<file path="src/rtl/cpu_pkg.sv">
// Shared CPU definitions: opcodes, load/store funct3 codes and the memory-stage FSM encoding.
package cpu_pkg;

  localparam logic [6:0] OP_LOAD   = 7'b0000011;
  localparam logic [6:0] OP_STORE  = 7'b0100011;
  localparam logic [6:0] OP_BRANCH = 7'b1100011;

  localparam logic [2:0] F3_B  = 3'b000;
  localparam logic [2:0] F3_H  = 3'b001;
  localparam logic [2:0] F3_W  = 3'b010;
  localparam logic [2:0] F3_BU = 3'b100;
  localparam logic [2:0] F3_HU = 3'b101;

  typedef enum logic [1:0] {
    IDLE = 2'd0,
    WAIT = 2'd1,
    DONE = 2'd2
  } mem_state_e;

  function automatic logic is_mem_op(input logic [6:0] op);
    return (op == OP_LOAD) || (op == OP_STORE);
  endfunction

endpackage

</file>
<file path="src/rtl/memaccess_load_align.sv">
// Picks the byte/half/word lane out of a loaded word and sign- or zero-extends it.
module load_align
  import cpu_pkg::*;
(
  input  logic [31:0] word_i,
  input  logic [1:0]  addr_i,
  input  logic [2:0]  funct3_i,
  output logic [31:0] val_o
);

  logic [7:0]  byte_sel;
  logic [15:0] half_sel;

  always_comb begin
    byte_sel = word_i[7:0];
    case (addr_i)
      2'd1:    byte_sel = word_i[15:8];
      2'd2:    byte_sel = word_i[23:16];
      2'd3:    byte_sel = word_i[31:24];
      default: byte_sel = word_i[7:0];
    endcase
    half_sel = addr_i[1] ? word_i[31:16] : word_i[15:0];

    case (funct3_i)
      F3_B:    val_o = {{24{byte_sel[7]}}, byte_sel};
      F3_BU:   val_o = {24'd0, byte_sel};
      F3_H:    val_o = {{16{half_sel[15]}}, half_sel};
      F3_HU:   val_o = {16'd0, half_sel};
      default: val_o = word_i;
    endcase
  end

endmodule

</file>
<file path="src/rtl/memaccess.sv">
// Memory stage: latches the execute result, runs a single outstanding data-memory
// access for loads/stores, and presents the writeback value to decode.
module memaccess
  import cpu_pkg::*;
(
  input  logic        CLK,
  input  logic        RST,
  input  logic        STALL,
  input  logic        E_VALID,
  input  logic [6:0]  E_OPCODE,
  input  logic [2:0]  E_FUNCT3,
  input  logic [4:0]  E_REG_D,
  input  logic [31:0] E_RESULT,
  input  logic [31:0] E_STORE_V,
  output logic        DMEM_REQ,
  output logic        DMEM_WE,
  output logic [31:0] DMEM_ADDR,
  output logic [3:0]  DMEM_WSTRB,
  output logic [31:0] DMEM_WDATA,
  input  logic        DMEM_ACK,
  input  logic [31:0] DMEM_RDATA,
  output logic        MEM_STALL,
  output logic        M_VALID,
  output logic [4:0]  M_REG_D,
  output logic [31:0] M_REG_D_V
);

  mem_state_e  state_q, state_d;
  logic        valid_q;
  logic [6:0]  opcode_q;
  logic [2:0]  funct3_q;
  logic [4:0]  rd_q;
  logic [31:0] result_q, storev_q, ldata_q;
  logic [31:0] ld_val;
  logic        is_load, is_store, in_wait;
  logic [3:0]  wstrb;

  assign is_load  = (opcode_q == OP_LOAD);
  assign is_store = (opcode_q == OP_STORE);
  assign in_wait  = (state_q == WAIT);

  // A capture edge always restarts the FSM; ACK only matters while waiting.
  always_comb begin
    state_d = state_q;
    if (!STALL)
      state_d = (E_VALID && is_mem_op(E_OPCODE)) ? WAIT : IDLE;
    else if (in_wait && DMEM_ACK)
      state_d = DONE;
  end

  always_ff @(posedge CLK) begin
    if (RST) begin
      state_q  <= IDLE;
      valid_q  <= 1'b0;
      opcode_q <= '0;
      funct3_q <= '0;
      rd_q     <= '0;
      result_q <= '0;
      storev_q <= '0;
      ldata_q  <= '0;
    end else begin
      state_q <= state_d;
      if (!STALL) begin
        valid_q  <= E_VALID;
        opcode_q <= E_OPCODE;
        funct3_q <= E_FUNCT3;
        rd_q     <= E_REG_D;
        result_q <= E_RESULT;
        storev_q <= E_STORE_V;
      end
      if (in_wait && DMEM_ACK && is_load)
        ldata_q <= DMEM_RDATA;
    end
  end

  always_comb begin
    wstrb      = 4'b1111;
    DMEM_WDATA = storev_q;
    case (funct3_q)
      F3_B: begin
        wstrb      = 4'b0001 << result_q[1:0];
        DMEM_WDATA = {4{storev_q[7:0]}};
      end
      F3_H: begin
        wstrb      = result_q[1] ? 4'b1100 : 4'b0011;
        DMEM_WDATA = {2{storev_q[15:0]}};
      end
      default: ;
    endcase
  end

  assign DMEM_REQ   = in_wait;
  assign MEM_STALL  = in_wait;
  assign DMEM_WE    = in_wait && is_store;
  assign DMEM_WSTRB = (in_wait && is_store) ? wstrb : 4'b0000;
  assign DMEM_ADDR  = {result_q[31:2], 2'b00};

  load_align u_align (
    .word_i   (ldata_q),
    .addr_i   (result_q[1:0]),
    .funct3_i (funct3_q),
    .val_o    (ld_val)
  );

  assign M_VALID   = valid_q && !in_wait;
  assign M_REG_D   = (is_store || opcode_q == OP_BRANCH) ? 5'd0 : rd_q;
  assign M_REG_D_V = is_load ? ld_val : result_q;

endmodule

</file>
<file path="config.mk">
export PLATFORM = sky130hd
export DESIGN_NAME = memaccess
export DESIGN_NICKNAME = d
export VERILOG_FILES = /design/src/rtl/cpu_pkg.sv /design/src/rtl/memaccess_load_align.sv /design/src/rtl/memaccess.sv
export SDC_FILE = /design/constraint.sdc
export NUM_CORES = 1
export LEC_CHECK = 0
export ABC_CLOCK_PERIOD_IN_PS = 2600
export CORE_ASPECT_RATIO = 0.75
export CORE_MARGIN = 3
export CORE_UTILIZATION = 35
export CTS_CLUSTER_DIAMETER = 30
export DETAILED_ROUTE_END_ITERATION = 7
export GPL_TIMING_DRIVEN = 0
export PLACE_DENSITY = 0.65
export REMOVE_ABC_BUFFERS = 1
export SETUP_SLACK_MARGIN = 0.02
export SKIP_LAST_GASP = 1
export SYNTH_ARGS = -nofsm -noshare
export SYNTH_HDL_FRONTEND = slang
export SYNTH_SLANG_ARGS = --single-unit
</file>
<file path="constraint.sdc">
create_clock -name CLK -period 2.6 [get_ports CLK]
set_input_delay 0.52 -clock CLK [delete_from_list [all_inputs] [get_ports CLK]]
set_output_delay 0.52 -clock CLK [all_outputs]
set_load 0.02 [all_outputs]
</file>
==> flow_metrics.tcl, run 1 <==
set metrics [dict create \
    status "complete, but fails checks" \
    failed_checks "setup timing" \
    ios 225 \
    postLayoutCoreUtil_pct 57.45 \
    cts_tree "built" \
    vdd_drop_max_mv 0.4204 \
    grt_pass1_wl_mm 30.00 \
    crit_path_end_kind "output pin" \
    busiest_layer "met2" \
    die_area_um2 17590 \
    fmax_mhz 367.8 \
    maxCapViolations 0 \
    num_vias 5433 \
    fillCellCount 1400 \
    worstPathRequired_ns 2.08 \
    initial_utilization_pct 36.25 \
    synthTopCellsByArea "dfxtp_1, mux2i_1, nor2_1, nand2_1, a21oi_1" \
    use_met1_pct 27.65 \
    avgSynthCellArea_um2 8.282 \
    worst_ep_arrival_time_ns 2.20 \
    grt_max_degree 62 \
    rsz0062_at_grt "yes" \
    place.gp.congestion 0.8071 \
    rows 39 \
    htreeDepth 4 \
    die_x_um 152.1 \
    vias_per_cell 4.980 \
    antenna_cells 0 \
    dp_hpwl_mm 12.53 \
    fin_skew_ns 0.006988 \
    portBuffers 222 \
    grt.met2_usage_pct 34.20 \
    power_leakage_nw 3.805 \
    core_region_area_um2 15470 \
    path_class "reg2out" \
    cts_hold_buffers 0 \
    clock_path_buffers 2 \
    drc_errors 0 \
    final_cell_mix "clkdlybuf4s50_1, dfxtp_1, nor2_1, nand2_1, mux2i_1" \
    min_period_ns 2.719 \
    crit_fanout 7 \
    grt_overflow 0 \
    slew_headroom_pct 18.49 \
    synth_cell_types 37 \
    clockRootBuffer "clkbuf_16" \
    synth.largest_area_cell "dfxtp_1" \
    synth_area_um2 5607 \
    setup_viol 22 \
    place_area_um2 7676 \
    synth.ff_latch_count 114 \
    power_mw 5.192 \
    firstDrtPassIters 4 \
    yosysWarnings 0 \
    cts_made_buffers 17 \
    track_usage_pct 21.47 \
    grt_antenna_before_repair 0 \
    start_kind "register" \
    gr-usage-met3_pct 7.839 \
    finalMaxSlewViolations 0 \
    synthCells 677 \
    nets 989 \
    p_per_area_nw_per_um2 584.3 \
    mostFrequentLayoutCell "clkdlybuf4s50_1" \
    synth_top_cell_area_share_pct 40.71 \
    wl_per_cell_um 17.66 \
    grt_pass1_vias 5503 \
    drive_gt1_share_pct 19.07 \
    period_share_pct 104.6 \
    routed_wl_mm 19.27 \
    clk_pin_slew_worst_paths_ns 0.05 \
    area_growth_pct 58.49 \
    die_height_um 115.6 \
    min_path_type "reg2reg" \
    final_area_um2 8886 \
    worst_slew_pin_slew_ns 1.223 \
    hold_viol_final 0 \
    drtIter0Drc 347 \
    clock_sinks 114 \
    antenna_left 0 \
    ys_seq_area_share_pct 40.71 \
    insertion_delay_ns 0.41 \
    fin_ws_ns -0.1188 \
]
metrics by stage:
stage	hold slack (ns)	instances	TNS, ns	worst slack, ns
floorplan	0.4227	590	-6.210	-0.3226
global placement	0.4353	1017	-343.44	-2.634
detailed placement	0.4428	1021	-57.70	-1.732
CTS	0.4501	1090	-1.633	-0.1500
global route	0.4844	1091	-3.221	-0.1879
finish	0.4549	1091	-1.461	-0.1188
power breakdown:
| part | switching [mW] | internal, mW | leakage (nW) |
|---|---|---|---|
| combinational | 0.470 | 0.524 | 2.59 |
| sequential | 0.0688 | 1.82 | 0.937 |
| clock | 0.826 | 1.48 | 0.275 |
| total | 1.37 | 3.83 | 3.81 |
path summary, 6_finish.rpt:
| kind | startpoint | to | slack (ns) | cells past startpoint |
|---|---|---|---|---|
| max | result_q[0]$_SDFFE_PP0N_ | M_REG_D_V[28] | -0.12 | 6 |
| max reg2reg | opcode_q[4]$_SDFFE_PP0N_ | ldata_q[18]$_SDFFE_PP0P_ | 0.42 | 5 |
| min reg2reg | ldata_q[4]$_SDFFE_PP0P_ | ldata_q[4]$_SDFFE_PP0P_ | 0.45 | 2 |
| min | ldata_q[4]$_SDFFE_PP0P_ | ldata_q[4]$_SDFFE_PP0P_ | 0.45 | 2 |
critical path, cell delays in order, from the launching register on:
cell,delay [ns]
dfxtp_4,0.35
mux4_2,0.50
and2_4,0.19
a211oi_4,0.28
buf_6,0.21
a21oi_2,0.08
buf_4,0.16
registers in the layout, indices dropped and copies added (netlist names):
signal / flops
result_q: 32
storev_q: 32
valid_q: 1
opcode_q: 7
funct3_q: 3
rd_q: 5
state_q: 2
ldata_q: 32
synth_stat cells:
master    instances
o211ai_1          1
nor4b_1           1
or3_1             2
o21ai_0          25
nand2b_1          3
buf_1             7
o22ai_1           8
clkbuf_1         31
and4_1            1
buf_6             2
buf_2             7
nor3b_1           4
nor3_2            1
mux4_2            1
buf_4            41
a211oi_4          1
a21o_1            2
and2_1            7
mux2_2           18
dfxtp_1         114
o32ai_1           1
and3_1            1
mux2i_1          94
nand3_1           3
nand4_1           3
a21oi_1          66
a221oi_1          1
o221ai_1          4
or2b_1            1
conb_1            1
inv_1             6
a22o_1            1
nor2b_1           4
a21boi_0          1
nand2_1         102
nor2_1          110
a31oi_1           1
logic make-up (layout without fill, tap and decap cells):
| kind of cell | count (synthesis) | after routing | synth area share (%) |
|---|---|---|---|
| AND/OR/NAND/NOR | 243 | 244 | 17.85 |
| AO/OA/AOI/OAI | 112 | 112 | 11.11 |
| multiplexers | 113 | 113 | 20.80 |
| other | 1 | 2 | 0.06689 |
| flip-flops | 114 | 114 | 40.71 |
| buffers and inverters | 94 | 301 | 9.462 |
cell type report:
cell class / instances / area [µm²] / area share [%]
Tap cell: 205 / 256.5 / 2.887
Timing Repair Buffer: 263 / 2631 / 29.61
Sequential cell: 114 / 2297 / 25.85
Clock buffer: 23 / 478.0 / 5.379
Multi-Input combinational cell: 471 / 3088 / 34.75
Clock inverter: 9 / 105.1 / 1.183
Inverter: 6 / 30.03 / 0.3379
routing by layer:
layer  share of wire, %  up-vias
met5                  0        -
met4                1.7        0
met3                8.6       27
met2                 45      207
met1                 45     2557
li1                   -     2642
repair_timing:
item,in CTS,in global routing
setup endpoints to repair,66,45
pin swaps,8,11
gates resized for setup,219,79
setup buffers,35,3
cloned,2,0
No activity file was read; power rests on OpenSTA's default activity.
==> run 2: changes to the inputs <==
==> constraint.sdc (replaced) <==
create_clock -name CLK -period 2.6 [get_ports CLK]
set_input_delay 0.78 -clock CLK [delete_from_list [all_inputs] [get_ports CLK]]
set_output_delay 0.78 -clock CLK [all_outputs]
set_load 0.02 [all_outputs]
==> run 2 against run 1 <==
Against the previous run: the run still ends with setup timing left; combinational power up 8%; sequential power about the same; highest routed layer unchanged; cell count up 2.5%; clock skew down 0.0025 ns; global-route usage up 0.64 points.
==> flow_metrics.tcl, run 2 (synthesis results as in run 1) <==
set metrics [dict create \
    hold_viol_final 0 \
    grt_overflow 0 \
    postLayoutCoreUtil_pct 59.03 \
    finalMaxSlewViolations 0 \
    switchingPower_mw 1.391 \
    antenna_cells 0 \
    drive_gt1_share_pct 25.19 \
    track_usage_pct 22.11 \
    fillCellCount 1361 \
    fmax_mhz 337.7 \
    core_region_area_um2 15470 \
    rsz0062_at_grt "yes" \
    grt_pass1_vias 5599 \
    mostFrequentLayoutCell "clkdlybuf4s50_1" \
    top_layer "met4" \
    firstDrtPassIters 4 \
    place.gp.congestion 0.8071 \
    power_leakage_nw 3.775 \
    internal_power_mw 3.877 \
    post-place-cells 1021 \
    routed_wl_mm 19.99 \
    cts_hold_buffers 0 \
    met1_length_mm 8.882 \
    p_clk_share_pct 43.8 \
    insertion_delay_ns 0.41 \
    clockRootBuffer "clkbuf_16" \
    period_share_pct 113.9 \
    clock_path_buffers 2 \
    wl_per_cell_um 17.88 \
    area_growth_pct 62.87 \
    grt_pass1_wl_mm 30.87 \
    ios 225 \
    combPwrFrac_pct 20.4 \
    fin_skew_ns 0.004510 \
    layout.cells.non_filler 1118 \
    antenna_left 0 \
    vias_per_cell 4.970 \
    initial_utilization_pct 36.25 \
    worst_slew_pin_slew_ns 0.7368 \
    rows 39 \
    worstPathRequired_ns 1.82 \
    htreeDepth 4 \
    status "complete, but fails checks" \
    routed-wl-met3_mm 1.562 \
    path_class "reg2out" \
    wl_met2_mm 9.361 \
    maxCapViolations 0 \
    vdd_drop_max_mv 0.4155 \
    die_height_um 115.6 \
    num_vias 5556 \
    nets 1016 \
    multi_input_area_um2 3151 \
    crit_path_end_kind "output pin" \
    start_kind "register" \
    largestRegisters "ldata_q x32, result_q x32, storev_q x32" \
    cts_made_buffers 17 \
    failed_checks "setup timing" \
    min_period_ns 2.961 \
    clock_sinks 114 \
    p_seq_share_pct 35.9 \
    die_x_um 152.1 \
    slew_headroom_pct 50.88 \
    power_mw 5.268 \
    final_area_um2 9131 \
    switching_share_pct 26.40 \
    min_path_type "reg2reg" \
    drtIter0Drc 348 \
    crit_fanout 7 \
    drc_errors 0 \
    grt_max_degree 62 \
    dp_hpwl_mm 12.53 \
    cts_tree "built" \
    worst_ep_arrival_time_ns 2.18 \
    clk_pin_slew_worst_paths_ns 0.05 \
    portBuffers 222 \
    fin_setup_tns_ns -8.544 \
    final_cell_mix "clkdlybuf4s50_1, nor2_1, dfxtp_1, nand2_1, mux2i_1" \
    fin_ws_ns -0.3609 \
    die_area_um2 17590 \
    p_per_area_nw_per_um2 576.9 \
    setup_viol 36 \
    place_area_um2 7676 \
    grt_antenna_before_repair 0 \
    register_area_um2 2301 \
]
[run 2: cell types whose count changed in the layout (fill, tap and decap cells not counted), sizes merged]
cell,before,now
buf,73,123
dlygate4sd2,21,3
dlymetal6s2s,13,0
clkdlybuf4s15,0,7
clkbuf,25,26
[run 2: area by class of cell]
type	count	share of cell area [%]
clock buffer	23	5.234
clock inverter	9	1.151
inverter	6	0.3289
multi-input combinational	471	34.50
sequential	114	25.20
tap	205	2.809
timing repair buffer	290	30.78
[run 2: power by group through the flow]
stage / clock [mW] / combinational, mW / sequential [mW]
2_1_floorplan: 0 / 0.345 / 1.95
3_3_place_gp: 0 / 0.920 / 1.93
3_5_place_dp: 0 / 0.909 / 1.94
4_1_cts: 2.35 / 1.02 / 1.89
5_1_grt: 2.45 / 1.14 / 1.90
6_report: 2.31 / 1.07 / 1.89
[run 2: timing repair]
action,in CTS,in global routing
setup endpoints to repair,66,91
gates cloned,2,0
setup buffers,54,10
pin swaps,19,8
gates resized for setup,312,108
[run 2: critical path, stage by stage (launching register included)]
cell,delay (ns)
dfxtp_2,0.33
nor3b_4,0.24
buf_12,0.15
buf_12,0.10
nand3_4,0.12
a211oi_4,0.29
buf_4,0.17
buf_12,0.14
a21oi_2,0.06
buf_4,0.15
[run 2: final timing paths]
kind / startpoint / endpoint / slack, ns / depth (start not counted)
max: opcode_q[3]$_SDFFE_PP0N_ / M_REG_D_V[27] / -0.36 / 9
min: ldata_q[4]$_SDFFE_PP0P_ / ldata_q[4]$_SDFFE_PP0P_ / 0.45 / 2
max reg2reg: opcode_q[3]$_SDFFE_PP0N_ / ldata_q[13]$_SDFFE_PP0P_ / 0.57 / 7
min reg2reg: ldata_q[4]$_SDFFE_PP0P_ / ldata_q[4]$_SDFFE_PP0P_ / 0.45 / 2
[run 2: metal layers]
layer	GRT usage, %	up-vias
met5	0	-
met4	5.569	0
met3	7.391	16
met2	35.95	196
met1	28.69	2650
li1	-	2694
[run 2: through the flow]
step	worst slack, ns	hold slack, ns
floorplan	-0.5826	0.4227
global route	-0.4418	0.4844
finish	-0.3609	0.4545
global placement	-2.894	0.4353
CTS	-0.3610	0.4530
detailed placement	-1.992	0.4428
==> run 3: changes to the inputs <==
Settings changed: PLACE_DENSITY 0.65 to 0.67.
==> run 3 against run 2 <==
Against the previous run: power grew 3.2%; cell count is 0.45% lower; the flow still finishes with violations (setup timing); hold slack improved by 0.0059 ns.
==> flow_metrics.tcl, run 3 (synthesis results as in run 1) <==
set metrics [dict create \
    rows 39 \
    initial_utilization_pct 36.25 \
    portBuffers 222 \
    status "complete, but fails checks" \
    setup_viol 32 \
    hold_viol_final 0 \
    power_leakage_nw 3.814 \
    clockRootBuffer "clkbuf_16" \
    routed_wl_mm 19.76 \
    fmax_mhz 338.1 \
    insertion_delay_ns 0.42 \
    grt_pass1_wl_mm 30.36 \
    firstDrtPassIters 5 \
    p_per_area_nw_per_um2 587.9 \
    mostFrequentLayoutCell "clkdlybuf4s50_1" \
    critical_path_buf_inv_count 3 \
    drtIter0Drc 243 \
    dp_hpwl_mm 12.20 \
    worstPathRequired_ns 1.82 \
    vdd_drop_max_mv 0.3966 \
    switchingPower_mw 1.374 \
    final_area_um2 9244 \
    cp_slowest_stage_delay_ns 0.51 \
    die_area_um2 17590 \
    crit_chain "mux4_2, and2_4, a211oi_4, buf_6, buf_8, a21oi_2, buf_4" \
    fin_ws_ns -0.3573 \
    p_clk_share_pct 45.6 \
    place.gp.congestion 0.7820 \
    num_vias 5508 \
    cts_hold_buffers 0 \
    wl_per_cell_um 17.76 \
    cts_made_buffers 17 \
    nets 1011 \
    worst_ep_arrival_time_ns 2.18 \
    min_path_type "reg2reg" \
    drc_errors 0 \
    path_class "reg2out" \
    cts_tree "built" \
    ios 225 \
    grt_antenna_before_repair 0 \
    place_area_um2 7664 \
    internal_power_mw 4.061 \
    drive_gt1_share_pct 26.43 \
    start_kind "register" \
    failed_checks "setup timing" \
    period_share_pct 113.7 \
    fin_setup_tns_ns -8.884 \
    final_cell_mix "clkdlybuf4s50_1, nor2_1, dfxtp_1, nand2_1, mux2i_1" \
    clk_pin_slew_worst_paths_ns 0.05 \
    worst_slew_pin_slew_ns 0.7976 \
    switching_share_pct 25.27 \
    min_period_ns 2.957 \
    htreeDepth 4 \
    r2r_setup_slack_ns 0.46 \
    area_growth_pct 64.87 \
    fin_skew_ns 0.006616 \
    power_mw 5.435 \
    grt_max_degree 67 \
    track_usage_pct 22.00 \
    grt_pass1_vias 5391 \
    antenna_cells 0 \
    p_seq_share_pct 34.7 \
    finalMaxSlewViolations 0 \
    slew_headroom_pct 46.67 \
    vias_per_cell 4.949 \
    core_region_area_um2 15470 \
    dp_slack_ns -2.064 \
    crit_path_end_kind "output pin" \
    rsz0062_at_grt "yes" \
    clock_path_buffers 2 \
    largestRegisters "ldata_q x32, result_q x32, storev_q x32" \
    clock_sinks 114 \
    cpMaxStageDelayCell "mux4_2" \
    maxCapViolations 0 \
    combPwrFrac_pct 19.6 \
    crit_family "multiplexers" \
    antenna_left 0 \
    crit_fanout 4 \
    die_height_um 115.6 \
    die_x_um 152.1 \
    grt_overflow 0 \
    whs_ns 0.4604 \
]
[run 3: cell count changes in the layout (fill, tap and decap cells not counted), moves of 3 or more]
| cell | change |
|---|---|
| buf_6 | +14 |
| o21ai_0 | +6 |
| and2_1 | -4 |
| mux2_2 | -3 |
| clkbuf_2 | +6 |
| and2_4 | +4 |
| buf_4 | -17 |
| buf_2 | -4 |
| mux2_4 | +3 |
| clkdlybuf4s15_2 | -3 |
| a21oi_2 | +7 |
| o21ai_1 | -4 |
| a21oi_1 | -7 |
[run 3: final timing paths]
path	from	to	cells after the start
max	result_q[0]$_SDFFE_PP0N_	M_REG_D_V[26]	7
min	ldata_q[4]$_SDFFE_PP0P_	ldata_q[4]$_SDFFE_PP0P_	2
min reg2reg	ldata_q[4]$_SDFFE_PP0P_	ldata_q[4]$_SDFFE_PP0P_	2
max reg2reg	opcode_q[3]$_SDFFE_PP0N_	ldata_q[13]$_SDFFE_PP0P_	7
[run 3: repair_timing]
action                                  4_1_cts  5_1_grt
endpoints found under the setup margin       66       94
pin swaps                                    11        8
cloned                                        2        0
hold endpoints to repair                      0        0
buffers inserted                             46       15
resized for setup                           320      124
[run 3: power by group through the flow]
stage	Sequential [mW]	Combinational, mW	Clock [mW]
after floorplan	1.95	0.345	0
after global placement	1.93	0.927	0
after detailed placement	1.93	0.904	0
after CTS	1.89	0.994	2.53
after global routing	1.90	1.14	2.62
final	1.89	1.07	2.48
[run 3: stage by stage]
step | std cells | utilization (%)
5_1_grt | 1113 | 59.76
3_5_place_dp | 1021 | 49.54
2_1_floorplan | 590 | -
3_3_place_gp | 1017 | 49.01
6_report | 1113 | 59.76
4_1_cts | 1101 | 57.61
[run 3: metal layers]
metal	GRT usage [%]	wire length [µm]	share of wire (%)
met1	30.52	9232	47
met2	32.72	8780	44
met3	7.615	1522	7.7
met4	6.168	226	1.1
met5	0	0	0
[run 3: final cells by class]
type                            instances  area (µm²)
Inverter                                6       30.03
Clock buffer                           22       474.2
Timing Repair Buffer                  285        2798
Fill cell                            1395        6225
Sequential cell                       114        2301
Multi-Input combinational cell        471        3229
Clock inverter                         10       155.1
Tap cell                              205       256.5
[run 3: tightest hold or removal path, cell delays in order, from the launching register on]
cell and delay [ns]:
dfxtp_1 0.31, nand2_1 0.05, a21oi_1 0.05
